$ cat src/rtl/key_event_led_ctrl.sv
// Key gesture classifier (click / double-click / long press)
// driving a one-hot running light with direction, speed and pause.
module key_event_led_ctrl #(
    parameter logic [25:0] LONG_CNT   = 26'd50_000_000,
    parameter logic [25:0] DCLICK_WIN = 26'd15_000_000,
    parameter logic [25:0] STEP_SLOW  = 26'd25_000_000,
    parameter logic [25:0] STEP_FAST  = 26'd12_500_000
) (
    input  logic       clk,
    input  logic       rst_n,
    input  logic       key_flag,
    input  logic       key_value,
    output logic       click_pulse,
    output logic       dclick_pulse,
    output logic       long_pulse,
    output logic [3:0] led_on
);

    typedef enum logic [2:0] {
        S_IDLE,
        S_PRESSED,
        S_LONG_HELD,
        S_WAIT_2ND,
        S_PRESSED_2
    } state_t;

    state_t      r_state;
    logic        r_level;
    logic [25:0] r_hold;
    logic [25:0] r_win;
    logic [25:0] r_step;
    logic        r_click;
    logic        r_dclick;
    logic        r_long;
    logic        r_dir_left;
    logic        r_fast;
    logic        r_paused;
    logic [3:0]  r_led;

    logic        w_press;
    logic        w_release;
    logic        w_hold_end;
    logic        w_win_end;
    logic [25:0] w_period;
    logic        w_step_end;

    assign w_press    = key_flag & ~key_value & r_level;
    assign w_release  = key_flag & key_value & ~r_level;
    assign w_hold_end = (r_hold == LONG_CNT - 26'd1);
    assign w_win_end  = (r_win == DCLICK_WIN - 26'd1);
    assign w_period   = r_fast ? STEP_FAST : STEP_SLOW;
    assign w_step_end = (r_step == w_period - 26'd1);

    assign click_pulse  = r_click;
    assign dclick_pulse = r_dclick;
    assign long_pulse   = r_long;
    assign led_on       = r_led;

    // Track the debounced level so only real transitions count as edges
    always_ff @(posedge clk or negedge rst_n) begin
        if (!rst_n) begin
            r_level <= 1'b1;
        end else if (key_flag) begin
            r_level <= key_value;
        end
    end

    // Gesture FSM; edges take priority over timer expiry
    always_ff @(posedge clk or negedge rst_n) begin
        if (!rst_n) begin
            r_state  <= S_IDLE;
            r_hold   <= '0;
            r_win    <= '0;
            r_click  <= 1'b0;
            r_dclick <= 1'b0;
            r_long   <= 1'b0;
        end else begin
            r_click  <= 1'b0;
            r_dclick <= 1'b0;
            r_long   <= 1'b0;
            case (r_state)
                S_IDLE: begin
                    if (w_press) begin
                        r_state <= S_PRESSED;
                        r_hold  <= '0;
                    end
                end
                S_PRESSED: begin
                    if (w_release) begin
                        r_state <= S_WAIT_2ND;
                        r_win   <= '0;
                    end else if (w_hold_end) begin
                        r_long  <= 1'b1;
                        r_state <= S_LONG_HELD;
                    end else begin
                        r_hold <= r_hold + 26'd1;
                    end
                end
                S_LONG_HELD: begin
                    if (w_release) begin
                        r_state <= S_IDLE;
                    end
                end
                S_WAIT_2ND: begin
                    if (w_press) begin
                        r_state <= S_PRESSED_2;
                        r_hold  <= '0;
                    end else if (w_win_end) begin
                        r_click <= 1'b1;
                        r_state <= S_IDLE;
                    end else begin
                        r_win <= r_win + 26'd1;
                    end
                end
                S_PRESSED_2: begin
                    if (w_release) begin
                        r_dclick <= 1'b1;
                        r_state  <= S_IDLE;
                    end else if (w_hold_end) begin
                        r_dclick <= 1'b1;
                        r_state  <= S_LONG_HELD;
                    end else begin
                        r_hold <= r_hold + 26'd1;
                    end
                end
                default: begin
                    r_state <= S_IDLE;
                end
            endcase
        end
    end

    // Mode bits toggle the cycle after their event pulse
    always_ff @(posedge clk or negedge rst_n) begin
        if (!rst_n) begin
            r_dir_left <= 1'b0;
            r_fast     <= 1'b0;
            r_paused   <= 1'b0;
        end else begin
            if (r_click) r_dir_left <= ~r_dir_left;
            if (r_dclick) r_fast <= ~r_fast;
            if (r_long) r_paused <= ~r_paused;
        end
    end

    // Step timer and LED rotation; speed change restarts the period
    always_ff @(posedge clk or negedge rst_n) begin
        if (!rst_n) begin
            r_step <= '0;
            r_led  <= 4'b0001;
        end else if (r_dclick) begin
            r_step <= '0;
        end else if (!r_paused) begin
            if (w_step_end) begin
                r_step <= '0;
                r_led  <= r_dir_left ? {r_led[2:0], r_led[3]}
                                     : {r_led[0], r_led[3:1]};
            end else begin
                r_step <= r_step + 26'd1;
            end
        end
    end

endmodule

$ cat config.mk
export PLATFORM = sky130hd
export DESIGN_NAME = key_event_led_ctrl
export DESIGN_NICKNAME = d
export VERILOG_FILES = /design/src/rtl/key_event_led_ctrl.sv
export SDC_FILE = /design/constraint.sdc
export NUM_CORES = 1
export LEC_CHECK = 0
export CORE_AREA = 2 2 131 133
export CTS_CLUSTER_DIAMETER = 100
export CTS_CLUSTER_SIZE = 16
export DETAILED_ROUTE_END_ITERATION = 8
export DIE_AREA = 0 0 133 135
export GPL_TIMING_DRIVEN = 0
export PLACE_DENSITY = 0.5
export SKIP_CTS_REPAIR_TIMING = 1
export SYNTH_ARGS = -nofsm -noshare
export SYNTH_HDL_FRONTEND = slang
export SYNTH_SLANG_ARGS = --single-unit
$ cat constraint.sdc
create_clock -name clk -period 3 [get_ports clk]
set_input_delay 0.3 -clock clk [delete_from_list [all_inputs] [get_ports clk]]
set_output_delay 0.3 -clock clk [all_outputs]
set_load 0.005 [all_outputs]
==> results of run 1 <==
[where the power goes]
group	switching [mW]	internal (mW)
sequential	0.132	1.36
clock	0.486	0.752
combinational	0.441	0.256
total	1.06	2.37
[through the flow]
stage,total power [mW],instance area [um2],setup slack (ns),hold slack (ns),std cells
floorplan,1.98,5320,0.994,0.00441,571
global placement,2.18,5700,-2.04,0.477,801
detailed placement,2.21,5720,0.0413,0.302,802
CTS,3.48,6040,0.388,-0.0828,818
global route,3.62,6050,0.100,0.486,819
finish,3.43,6050,0.411,0.446,819
[how the worst min path moves through the flow]
| stage | from | endpoint | slack, ns | depth (start not counted) |
|---|---|---|---|---|
| finish | rst_n | led_on[1] | 0.45 | 2 |
| CTS | rst_n | r_win[20] | -0.08 | 1 |
| detailed placement | rst_n | led_on[1] | 0.30 | 1 |
| global route | rst_n | r_dir_left | 0.49 | 2 |
| global placement | r_level | r_level | 0.48 | 2 |
| floorplan | rst_n | click_pulse | 0.004 | 0 |
[state kept, by name (all words and copies together) (netlist names)]
register	flops
dclick_pulse	1
r_dir_left	1
r_step	26
r_state	3
r_paused	1
r_level	1
led_on	4
r_win	26
r_fast	1
click_pulse	1
long_pulse	1
r_hold	26
[layer usage]
| layer | routed length [um] | share of wire [%] |
|---|---|---|
| met1 | 6570 | 48 |
| met2 | 6170 | 46 |
| met3 | 568 | 4.2 |
| met4 | 245 | 1.8 |
| met5 | 0 | 0 |
[synth_stat cells, drive strengths merged (6+ instances only)]
| cell | n | share of area, % |
|---|---|---|
| a211oi | 6 | 0.85 |
| a21o | 8 | 1.1 |
| a21oi | 28 | 2.6 |
| and2 | 13 | 1.5 |
| and3 | 13 | 1.5 |
| and4 | 16 | 2.6 |
| buf | 12 | 1.5 |
| clkbuf | 21 | 1.5 |
| dfrtp | 90 | 42 |
| inv | 7 | 0.49 |
| mux2i | 18 | 3.4 |
| nand2 | 57 | 4.0 |
| nand2b | 11 | 1.3 |
| nand3 | 28 | 2.6 |
| nand4 | 28 | 3.3 |
| nand4b | 6 | 0.99 |
| nor2 | 35 | 2.5 |
| nor3 | 17 | 1.6 |
| nor3b | 10 | 1.5 |
| nor4 | 17 | 2.1 |
| nor4b | 7 | 1.3 |
| o21ai | 6 | 0.56 |
| o22a | 8 | 1.3 |
| o31ai | 20 | 2.8 |
| or4 | 15 | 2.1 |
| xor2 | 21 | 3.5 |
[area by class of cell]
class	count	area share [%]
sequential	92	38.1
buffer	33	2.60
tap	220	4.55
clock buffer	12	4.07
multi-input combinational	439	46.8
clock inverter	4	1.20
timing repair buffer	12	2.23
inverter	7	0.434
[worst register-to-register path: stages, from the launching register on]
cell	delay, ns
dfstp_2	0.55
nand3b_1	0.19
o21ai_1	0.30
nand2_1	0.16
clkbuf_1	0.25
nor2_1	0.59
buf_2	0.37
a21oi_1	0.07
[cell families (layout without fill, tap and decap cells)]
| group | after synthesis | count (layout) | synth area share, % |
|---|---|---|---|
| AOI/OAI and AO/OA | 106 | 106 | 14.2 |
| buffers and inverters | 40 | 68 | 3.46 |
| xor gates and xnor gates | 21 | 21 | 3.45 |
| adders and majority gates | 3 | 3 | 0.705 |
| and+or+nand+nor | 291 | 291 | 31.5 |
| DFF | 92 | 92 | 43.3 |
| muxes | 18 | 18 | 3.38 |
==> metrics.md, run 1 <==
| Metric | Value |
|---|---|
| Syn Nets | `about 580` |
| Die H | `around 140 um` |
| PwrDens | `between 500 and 600 nW/um2` |
| Worst path depth | `7` |
| CP endpoint | `r_hold[12]` |
| CP Data Arrival Time | `between 2 and 3 ns` |
| Fin. max-slew vios | `0` |
| Maximum buffer depth of the clock tree | `2` |
| WP buf/inv | `2` |
| Critical R2R Launch | `r_level` |
| Final period utilization | `86.3%` |
| Register area share after synthesis | `43.3%` |
| Via total after detailed routing | `between 4000 and 5000` |
| Worst setup path start | `r_level` |
| Final WL | `13.6 mm` |
| Hold Path Class | `input port to async pin` |
| Crit-path leading delay family | `simple AND/OR/NAND/NOR gates` |
| MaxCap Viol Count | `0` |
| Async set-reset flop share out of synthesis | `100%` |
| P_leak | `about 2.4 nW` |
| GR Util met1 | `between 20% and 30%` |
| Critical Path Start Type | `flip-flop` |
| Nets@finish | `601` |
| Worst R2R Setup Slack | `between 0.4 and 0.5 ns` |
| Worst slew pin tran | `roughly 1.2 ns` |
| Fillers | `approximately 1700` |
| Worst Reg-to-Reg Cells | `7` |
| Sink Count | `between 90 and 100` |
| Skew-Pair Late Insertion Delay | `0.35 ns` |
| Area of the multi-input gates | `between 2000 and 3000 um2` |
| Max IR drop VDD | `between 0.0003 and 0.0004 V` |
| Required time of the critical path | `roughly 3.2 ns` |
| Detailed Routing Iterations Pass 1 | `4` |
| P&R area growth vs syn | `13.7%` |
| Synth Register Bits | `92` |
| Die area | `between 15000 and 20000 um2` |
| Routed Antenna Nets | `0` |
| Max Fclk | `386 MHz` |
| Met3 usage | `~3.6%` |
| Largest net degree at the start of global routing | `60` |
| Synth Warn # | `0` |
| IO Pins | `11` |
| Global route hottest layer | `met2` |
| Die width | `between 100 and 150 um` |
| GR Overflow Total | `0` |
| Mapped Cells | `about 570` |
| Final core utilization | `between 30 and 40%` |
| Grt met2 use | `approximately 25%` |
| Netlist cell types | `59` |
| Outcome | `complete, no violations` |
| Syn Std Cell Area | `~5300 um2` |
| DR vias/cell | `5.60` |
| GRT Overall Usage | `around 16%` |
| Vias in the first global route | `roughly 4400` |
| Slowest cell delay on critical path | `roughly 0.6 ns` |
| Setup TNS | `0 ns` |
| PortBufs | `10` |
| Crit. End Element | `flip-flop` |
| Commonest non-fill, non-tap cell in the layout | `dfrtp_1` |
| Number of synthesized flops with an enable pin | `0` |
| CTS clk-pin slew, worst paths | `around 0.060 ns` |
| Most used DFF post-synth | `dfrtp_1` |
| Rel. slew slack | `between 20% and 30%` |
| CTS root buf | `clkbuf_16` |
| N_diodes | `0` |
| Layout cell share with drive strength beyond 1 | `6.01%` |
| Post-DP HPWL | `9.21 mm` |
| CTS tree | `yes` |
| Core Area | `16400 um2` |
| Skew final | `just over 0.008 ns` |
| Max FO, Critical Path | `10` |
| H-tree lvl count | `3` |
| Final Hold Viols | `0` |
| RSZ-0062 raised after global routing | `no` |
| Crit path cell chain | `nand3b_1, o21ai_1, nand2_1, clkbuf_1, nor2_1, buf_2, a21oi_1` |
| Worst path slowest cell | `nor2_1` |
| First-pass GRT wire length | `23.0 mm` |
| Min Tclk post-route | `roughly 2.6 ns` |
| Synthesized area per cell | `9.32 um2` |
| Setup violations, final | `0` |
| Inserted Clock Buffers | `9` |
| First DRT Iteration DRCs | `between 300 and 400` |
| Seq. cell area | `approximately 2300 um2` |
| WL/cell | `approximately 17 um` |
| Initial Util | `between 30% and 40%` |
| Crit Reg-Reg Endpoint | `r_hold[12]` |
| Initial antenna violation count | `0` |
| # rows | `47` |
| Most frequent cells in the layout | `dfrtp_1 (90), nand2_1 (57), nor2_1 (35)` |
| Critical path type | `flip-flop to flip-flop` |
| Placer Congestion | `just over 0.8` |
| DRC viols | `0` |
Note: power is estimated with default switching activity, not from simulation.
==> run 2, diff against run 1 <==
--- a/config.mk
+++ b/config.mk
@@ -6,9 +6,10 @@
 export NUM_CORES = 1
 export LEC_CHECK = 0
-export CORE_AREA = 2 2 131 133
+export ABC_AREA = 1
+export CORE_AREA = 2 2 143 145
 export CTS_CLUSTER_DIAMETER = 100
 export CTS_CLUSTER_SIZE = 16
 export DETAILED_ROUTE_END_ITERATION = 8
-export DIE_AREA = 0 0 133 135
+export DIE_AREA = 0 0 145 147
 export GPL_TIMING_DRIVEN = 0
 export PLACE_DENSITY = 0.5
==> constraint.sdc (replaced) <==
create_clock -name clk -period 3 [get_ports clk]
set_input_delay 0.75 -clock clk [delete_from_list [all_inputs] [get_ports clk]]
set_output_delay 0.75 -clock clk [all_outputs]
set_load 0.005 [all_outputs]
==> metrics.md, run 2 <==
| Metric | Value |
|---|---|
| Outcome | `complete, no violations` |
| First-pass GRT wire length | `29.7 mm (+29%)` |
| DR vias/cell | `4.83 (-14%)` |
| Final Hold Viols | `0 (unchanged)` |
| Largest regs | `r_hold: 26 flops, r_step: 26 flops, r_win: 26 flops` |
| Fin. max-slew vios | `0 (unchanged)` |
| Syn Std Cell Area | `6430 um2 (+21%)` |
| Mapped Cells | `935 (+64%)` |
| Layout cell share with drive strength beyond 1 | `10.9% (+4.9 points)` |
| Total Power | `3.73 mW (+8.9%)` |
| RSZ-0062 raised after global routing | `no` |
| CP Data Arrival Time | `2.51 ns (-0.30 ns)` |
| Synth Warn # | `0 (unchanged)` |
| Maximum buffer depth of the clock tree | `2 (unchanged)` |
| Skew-Pair Late Insertion Delay | `0.35 ns (about the same)` |
| Commonest non-fill, non-tap cell in the layout | `nand2_1` |
| Vias in the first global route | `5565 (+26%)` |
| # rows | `52 (+11%)` |
| MaxCap Viol Count | `0 (unchanged)` |
| GRT Overall Usage | `17.1% (+1.1 points)` |
| Rel. slew slack | `52.7% (+30 points)` |
| Nets@finish | `964 (+60%)` |
| N_diodes | `0 (unchanged)` |
| First DRT Iteration DRCs | `460 (+33%)` |
| Required time of the critical path | `3.28 ns (+0.06 ns)` |
| Most frequent cells in the layout | `nand2_1 (272), nor2_1 (127), inv_1 (98), nand3_1 (95), dfrtp_1 (90)` |
| Crit path cell chain | `clkdlybuf4s50_1, nand3b_2, a21oi_2, nand2_2, nand2_4, buf_6, nand4_2, nand2_1` |
| Initial antenna violation count | `0 (unchanged)` |
| Cell with the most instances after synthesis | `nand2_1` |
| Core Area | `19800 um2 (+21%)` |
| H-tree lvl count | `3 (unchanged)` |
| Slowest cell delay on critical path | `0.41 ns (-0.18 ns)` |
| Max IR drop VDD | `0.000257 V (-15%)` |
| Detailed Routing Iterations Pass 1 | `5 (+1)` |
| PortBufs | `10 (unchanged)` |
| Number of synthesized flops with an enable pin | `0 (unchanged)` |
| Worst setup path start | `key_value` |
| Largest net degree at the start of global routing | `61 (+1.7%)` |
| Routed Antenna Nets | `0 (unchanged)` |
| Critical R2R Launch | `r_win[0]` |
| Area share of the largest cell type after synthesis | `35.0% (-7.3 points)` |
| Dpl ws | `0.411 ns (+0.370 ns)` |
| Max FO, Critical Path | `10 (unchanged)` |
| Synth Register Bits | `92 (unchanged)` |
| Skew final | `0.0129 ns (+0.00473 ns)` |
| Max Fclk | `449 MHz (+16%)` |
| Worst Reg-to-Reg Cells | `9 (+2)` |
| Worst path slowest cell | `clkdlybuf4s50_1` |
| Die H | `147 um (+8.9%)` |
| Syn Nets | `942 (+63%)` |
| GR Overflow Total | `0 (unchanged)` |
| Critical Path Start Type | `input port` |
| Post-DP HPWL | `13.1 mm (+42%)` |
| Synth cell count leaders | `nand2_1 (272), nor2_1 (127), inv_1 (98)` |
| Die width | `145 um (+9.0%)` |
| Inserted Clock Buffers | `9 (unchanged)` |
| Crit. End Element | `flip-flop` |
| WL/cell | `14.2 um (-14%)` |
| Min Tclk post-route | `2.23 ns (-0.364 ns)` |
| P&R area growth vs syn | `11.9%` |
| Most used DFF post-synth | `dfrtp_1` |
| Die area | `21300 um2 (+19%)` |
| Yosys top cell by area | `dfrtp_1` |
| Final WL | `17.5 mm (+29%)` |
| Setup TNS | `0 ns (unchanged)` |
| Crit Reg-Reg Endpoint | `r_win[16]` |
| Worst slew pin tran | `0.707 ns (-0.448 ns)` |
| Critical path type | `input port to flip-flop` |
| IO Pins | `11 (unchanged)` |
| Sink Count | `92 (unchanged)` |
| Initial Util | `32.4% (-0.046 points)` |
| Via total after detailed routing | `5951 (+30%)` |
| CTS clk-pin slew, worst paths | `0.07 ns (about the same)` |
| Most area-consuming cells after synthesis | `dfrtp_1 (35%), nand2_1 (16%), nor2_1 (7.4%)` |
| Final period utilization | `74.2% (-12 points)` |
| CTS root buf | `clkbuf_16` |
| CP endpoint | `r_hold[18]` |
| DRC viols | `0 (unchanged)` |
| Register area share after synthesis | `35.8% (-7.4 points)` |
| P_leak | `3.04 nW (+25%)` |
| Hold Path Class | `input port to async pin` |
| Worst R2R Setup Slack | `0.83 ns (+0.42 ns)` |
| Netlist cell types | `40 (-32%)` |
| Placer Congestion | `0.969 (+17%)` |
| Synthesized area per cell | `6.88 um2 (-26%)` |
| Setup violations, final | `0 (unchanged)` |
| Post-route setup slack | `0.775 ns (+0.364 ns)` |
| PwrDens | `519 nW/um2 (-8.4%)` |
| Async set-reset flop share out of synthesis | `100% (unchanged)` |
| CTS tree | `yes` |
-- run 2: worst min path at each step --
stage                   to   startpoint  cells after the start  slack, ns
6_report        r_hold[22]        rst_n                      1       0.36
5_1_grt         r_hold[22]        rst_n                      1       0.39
4_1_cts         r_hold[22]        rst_n                      1       0.37
3_5_place_dp    r_dir_left  click_pulse                      1       0.47
3_3_place_gp    r_dir_left  click_pulse                      1       0.46
2_1_floorplan  click_pulse        rst_n                      0       0.45
-- run 2: where the power goes --
group / internal, mW / switching [mW]
Clock: 0.674 / 0.530
Combinational: 0.323 / 0.701
Sequential: 1.36 / 0.144
-- run 2: per-layer routing --
metal,track usage (%),vias up,part of all wire [%],routed length (um)
met5,0,-,0,0
met2,27.0,102,45,7910
met4,3.22,0,0.87,153
met3,2.80,11,3.5,614
met1,24.9,2761,50,8840
li1,-,3077,-,-
-- run 2: cell families (layout without fill, tap and decap cells) --
| kind of cell | count (synthesis) | after routing | synth area share (%) |
|---|---|---|---|
| compound gates | 74 | 74 | 6.75 |
| fa+ha+maj | 3 | 3 | 0.584 |
| xor+xnor | 32 | 32 | 4.36 |
| simple gates | 605 | 605 | 43.4 |
| buf+inv | 129 | 156 | 9.03 |
| flops | 92 | 92 | 35.8 |
-- run 2: stage by stage --
step | instances | instance area, um2 | utilization (%) | hold slack, ns
floorplan | 935 | 6430 | - | 0.454
global placement | 1215 | 6870 | 34.6 | 0.458
global route | 1232 | 7200 | 36.3 | 0.387
detailed placement | 1216 | 6890 | 34.7 | 0.470
finish | 1232 | 7200 | 36.3 | 0.364
CTS | 1232 | 7200 | 36.3 | 0.374
-- run 2: cell type report --
| class | instances | area [um2] |
|---|---|---|
| fillers | 2115 | 12600 |
| multi-input cells | 714 | 3540 |
| flip-flops and latches | 92 | 2300 |
| inverters | 108 | 408 |
| well taps | 270 | 338 |
| clock buffers | 11 | 243 |
| plain buffers | 21 | 173 |
| repair buffers | 11 | 125 |
| clock inverters | 5 | 60.1 |
-- run 2: critical path, delay by kind of cell --
| family | cells | cell delay [ns] |
|---|---|---|
| buffers and inverters | 2 | 0.60 |
| and+or+nand+nor | 5 | 0.87 |
| AOI/OAI and AO/OA | 1 | 0.27 |
==> run 3, diff against run 2 <==
- clock period: 3 -> 2.2 ns (I/O delays scaled with it)
==> metrics.md, run 3 (same netlist as run 2, synthesis figures left out) <==
| Metric | Value |
|---|---|
| Outcome | `complete, no violations` |
| Worst Reg-to-Reg Cells | `11 (+2)` |
| Worst slew pin tran | `0.708 ns (+0.000471 ns)` |
| Commonest non-fill, non-tap cell in the layout | `nand2_1` |
| Maximum buffer depth of the clock tree | `2 (unchanged)` |
| Dpl ws | `-0.189 ns (-0.600 ns)` |
| MaxCap Viol Count | `0 (unchanged)` |
| CTS root buf | `clkbuf_16` |
| First-pass GRT wire length | `29.7 mm (unchanged)` |
| Most common cell on crit path | `nand2_2` |
| Max Fclk | `between 400 and 500 MHz` |
| Skew final | `0.0125 ns (-0.000340 ns)` |
| Layout cell share with drive strength beyond 1 | `11.5% (+0.62 points)` |
| Final core utilization | `36.3% (+0.076 points)` |
| Crit. End Element | `flip-flop` |
| DR vias/cell | `4.83 (about the same)` |
| Post-route setup slack | `0.164 ns (-0.611 ns)` |
| Slowest cell delay on critical path | `0.42 ns (about the same)` |
| Post-DP HPWL | `13.1 mm (unchanged)` |
| H-tree lvl count | `3 (unchanged)` |
| Required time of the critical path | `2.43 ns (-0.85 ns)` |
| Final WL | `17.5 mm (about the same)` |
| Setup TNS | `0 ns (unchanged)` |
| GR Overflow Total | `0 (unchanged)` |
| Detailed Routing Iterations Pass 1 | `5 (unchanged)` |
| Largest net degree at the start of global routing | `61 (unchanged)` |
| First DRT Iteration DRCs | `471 (+2.4%)` |
| Initial antenna violation count | `0 (unchanged)` |
| Placer Congestion | `0.969 (unchanged)` |
| PwrDens | `706 nW/um2 (+36%)` |
| Skew-Pair Late Insertion Delay | `0.35 ns (about the same)` |
| Die width | `145 um (unchanged)` |
| RSZ-0062 raised after global routing | `no` |
| # rows | `52 (unchanged)` |
| Rel. slew slack | `52.6% (about the same)` |
| Nets@finish | `964 (unchanged)` |
| Max IR drop VDD | `0.000348 V (+36%)` |
| Die area | `21300 um2 (unchanged)` |
| Most frequent cells in the layout | `nand2_1 (271), nor2_1 (126), inv_1 (98), nand3_1 (95), dfrtp_1 (88)` |
| IO Pins | `11 (unchanged)` |
| Core Area | `19800 um2 (unchanged)` |
| DRC viols | `0 (unchanged)` |
| PortBufs | `10 (unchanged)` |
| Routed Antenna Nets | `0 (unchanged)` |
| Inserted Clock Buffers | `9 (unchanged)` |
| Final period utilization | `between 90 and 100%` |
| CP Data Arrival Time | `2.27 ns (-0.24 ns)` |
| P_leak | `3.03 nW (-0.22%)` |
| Min Tclk post-route | `2.04 ns` |
| Die H | `147 um (unchanged)` |
| WL/cell | `14.2 um (about the same)` |
| Setup violations, final | `0 (unchanged)` |
| P&R area growth vs syn | `12.1%` |
| N_diodes | `0 (unchanged)` |
| Vias in the first global route | `5565 (unchanged)` |
| Initial Util | `32.4% (unchanged)` |
| Critical Path Start Type | `flip-flop` |
| Worst path slowest cell | `dfrtp_2` |
| Crit path cell chain | `ha_2, nand2_2, nor2_4, inv_2, nor2_2, nand2_2, nand3_4, nand2_4, buf_6, nand4_2, nand2_1` |
| Largest regs | `r_hold: 26 flops, r_step: 26 flops, r_win: 26 flops` |
| Final Hold Viols | `0 (unchanged)` |
| Worst hold margin | `0.164 ns (-0.200 ns)` |
| Fin. max-slew vios | `0 (unchanged)` |
| GRT Overall Usage | `17.1% (unchanged)` |
| Max FO, Critical Path | `10 (unchanged)` |
| Sink Count | `92 (unchanged)` |
| CTS tree | `yes` |
| Via total after detailed routing | `5954 (+0.050%)` |
| Critical path type | `flip-flop to flip-flop` |
| CTS clk-pin slew, worst paths | `0.07 ns (about the same)` |
| Hold Path Class | `input port to async pin` |
run 3: changes by cell type in the layout (fill, tap and decap cells not counted):
cell	before	now
buf_2	5	4
nor2_1	127	126
dfrtp_1	90	88
ha_1	3	1
nand2_1	272	271
nand2_2	12	13
ha_2	0	2
clkbuf_4	0	1
nor2_2	5	6
dfrtp_2	0	2
run 3: layer usage:
| layer | global-route usage, % | vias up | wire, um |
|---|---|---|---|
| met3 | 2.80 | 9 | 582 |
| li1 | - | 3075 | - |
| met2 | 27.0 | 96 | 7940 |
| met1 | 24.9 | 2774 | 8860 |
| met5 | 0 | - | 0 |
| met4 | 3.22 | 0 | 140 |
run 3: metrics by stage:
stage / total power, mW / cell area, um2 / std cells
after floorplan: 3.08 / 6430 / 935
after global placement: 3.49 / 6870 / 1215
after detailed placement: 3.49 / 6890 / 1216
after CTS: 5.16 / 7200 / 1232
after global routing: 5.42 / 7210 / 1232
final: 5.09 / 7210 / 1232
run 3: where the power goes:
part | switching [mW] | leakage (nW) | internal (mW)
clock network | 0.722 | 0.146 | 0.919
registers | 0.197 | 1.25 | 1.86
logic | 0.955 | 1.64 | 0.443
run 3: final timing paths:
check	from	slack [ns]	to
setup reg to reg	r_hold[0]	0.16	r_hold[18]
hold reg to reg	click_pulse	0.48	r_dir_left
max in group asynchronous	rst_n	1.32	led_on[0]
hold / removal	rst_n	0.16	r_hold[22]
setup / recovery	r_hold[0]	0.16	r_hold[18]
min in group clk	click_pulse	0.48	r_dir_left
run 3: layout make-up:
| cell class | instances | area (um2) |
|---|---|---|
| Multi-Input combinational cell | 714 | 3550 |
| Timing Repair Buffer | 11 | 125 |
| Clock buffer | 11 | 243 |
| Inverter | 108 | 408 |
| Tap cell | 270 | 338 |
| Clock inverter | 5 | 60.1 |
| Sequential cell | 92 | 2310 |
| Fill cell | 2109 | 12600 |
| Buffer | 21 | 175 |
run 3: worst max-delay path: cells and delay by family, from the launching register on:
family / cells / cell delay, ns
buffers and inverters: 2 / 0.27
and+or+nand+nor: 8 / 0.95
DFF: 1 / 0.42
adders and majority gates: 1 / 0.26
==> edit: new RTL, config.mk and constraints of run 1 <==
The 5 states of `state_t` get a Gray code encoding in 3 bits.
--- a/src/rtl/key_event_led_ctrl.sv
+++ b/src/rtl/key_event_led_ctrl.sv
@@ -19,7 +19,7 @@
     typedef enum logic [2:0] {
-        S_IDLE,
-        S_PRESSED,
-        S_LONG_HELD,
-        S_WAIT_2ND,
-        S_PRESSED_2
+        S_IDLE      = 3'b000,
+        S_PRESSED   = 3'b001,
+        S_LONG_HELD = 3'b011,
+        S_WAIT_2ND  = 3'b010,
+        S_PRESSED_2 = 3'b110
     } state_t;
Function: same outputs for any inputs over 10 cycles, from zero or initial values and one cycle with rst_n low; not proved beyond that.
==> edit against run 1 <==
Synthesized area down 5.3%. Sequential cell count unchanged. Total power down 6.9%. Final area down 5.2%. Worst setup slack better by 74 ps. Critical path depth up 2. First-iteration DRC count down 34%. Clock power down 8%. Routed wire length down 9.3%. Critical path type unchanged. Critical endpoint is now r_step[20]. Highest routed layer unchanged.
==> edit: results <==
set metrics [dict create \
    syn_nets 576 \
    yosysWarnings 0 \
    synth_compound_area_frac 0.141 \
    drive_above_1_share 0.0653 \
    dpl.hpwl_um 8500 \
    status "completed" \
    htree_levels 3 \
    diodes 0 \
    crit_slowest_cell "a2111oi_2" \
    numCtsBuffers 9 \
    power.switching_uw 959 \
    yosys-top-cells-count "dfrtp_1, nand2_1, nor2_1, a21oi_1, nand3_1" \
    slew_headroom 0.517 \
    synth_cell_type_count 55 \
    p_leak_nw 2.26 \
    post-place-cells 800 \
    holdCritPathClass "input port to async pin" \
    grt_pass1_vias 4228 \
    async_flop_share 1.00 \
    first_pass_iters 5 \
    synth_mux_area_frac 0.0119 \
    clock_path_buffers 2 \
    reg2reg_from "r_step[15]" \
    synth_top_family_by_area "simple AND/OR/NAND/NOR gates" \
    cpPeakStageDelay_ps 530 \
    via_count 4373 \
    cp.arrival_ps 2720 \
    clk_root_buffer_cell "clkbuf_16" \
    synth-xor-area-share 0.0434 \
    skew_ps 8.68 \
    cts.clk_slew.worst_paths_ps 70 \
    yosys.area_share.adder 0.00745 \
    antenna_found_initial 0 \
    timing.rr.end "r_step[20]" \
    io_buffers 10 \
    finalWirelength_um 12300 \
    clock_latency_ps 350 \
    viasPerCell 5.35 \
    ys_seq_area_frac 0.457 \
    gp_congestion 0.785 \
    reg_top3 "r_hold (26), r_step (26), r_win (26)" \
    final_nets 599 \
    vdd_drop_max_mv 0.341 \
    grt_start_max_net_pins 70 \
    grt_first_pass_wirelength_um 21200 \
    synthTopCellsByArea "dfrtp_1, nand2_1, nor2_1, a21oi_1, nand3_1" \
    drt-initial-drc-count 230 \
    syn_area_per_cell_um2 8.86 \
    track_usage 0.145 \
    reg2reg_slack_ps 480 \
    reg2reg_depth 9 \
    crit_fanout 10 \
]
[edit: area by class of cell]
class                           instances  area, µm²
Sequential cell                        92       2300
Clock buffer                           14        254
Timing Repair Buffer                   12        135
Tap cell                              220        275
Inverter                                8       30.0
Fill cell                            1672      10700
Buffer                                 27        133
Multi-Input combinational cell        442       2570
Clock inverter                          2       35.0
[edit: layer usage]
metal,part of all wire,track usage,vias to the layer above
met3,0.036,0.0323,14
met4,0.013,0.0478,0
met2,0.45,0.219,84
met5,0,0,-
met1,0.50,0.207,2122
li1,-,-,2153
[edit: cell families (layout without fill, tap and decap cells)]
family,Yosys count,in the layout
and+or+nand+nor,289,289
muxes,6,6
adders and majority gates,3,3
AOI/OAI and AO/OA,119,119
xor gates and xnor gates,25,25
buffers and inverters,35,63
DFF,92,92
[edit: worst max-delay path: cells and delay by family, from the launching register on]
family,cells,cell delay [ps]
AOI/OAI and AO/OA,3,740
DFF,1,360
buffers and inverters,3,630
and+or+nand+nor,3,640
[edit: worst max-delay path by stage]
stage	start	end	depth (start not counted)
after global placement	rst_n	r_hold[16]	1
after detailed placement	key_value	r_win[13]	8
after CTS	r_step[15]	r_step[1]	8
after floorplan	r_step[15]	r_step[1]	8
final	r_step[15]	r_step[20]	9
after global routing	r_win[17]	r_win[20]	9
[edit: through the flow]
| stage | hold WS, ps | setup WS, ps | power (mW) | instance area [µm²] |
|---|---|---|---|---|
| 2_1_floorplan | 4.41 | 903 | 1.88 | 5040 |
| 5_1_grt | 419 | 293 | 3.38 | 5740 |
| 3_3_place_gp | 463 | -1980 | 2.06 | 5420 |
| 4_1_cts | -141 | 491 | 3.23 | 5730 |
| 6_report | 398 | 485 | 3.19 | 5740 |
| 3_5_place_dp | 238 | 452 | 2.07 | 5440 |
[edit: power groups by stage]
stage / Sequential, mW / Combinational (mW) / Clock (mW)
after floorplan: 1.47 / 0.409 / 0
after global placement: 1.50 / 0.557 / 0
after detailed placement: 1.50 / 0.567 / 0
after CTS: 1.48 / 0.569 / 1.17
after global routing: 1.51 / 0.646 / 1.22
final: 1.49 / 0.562 / 1.14
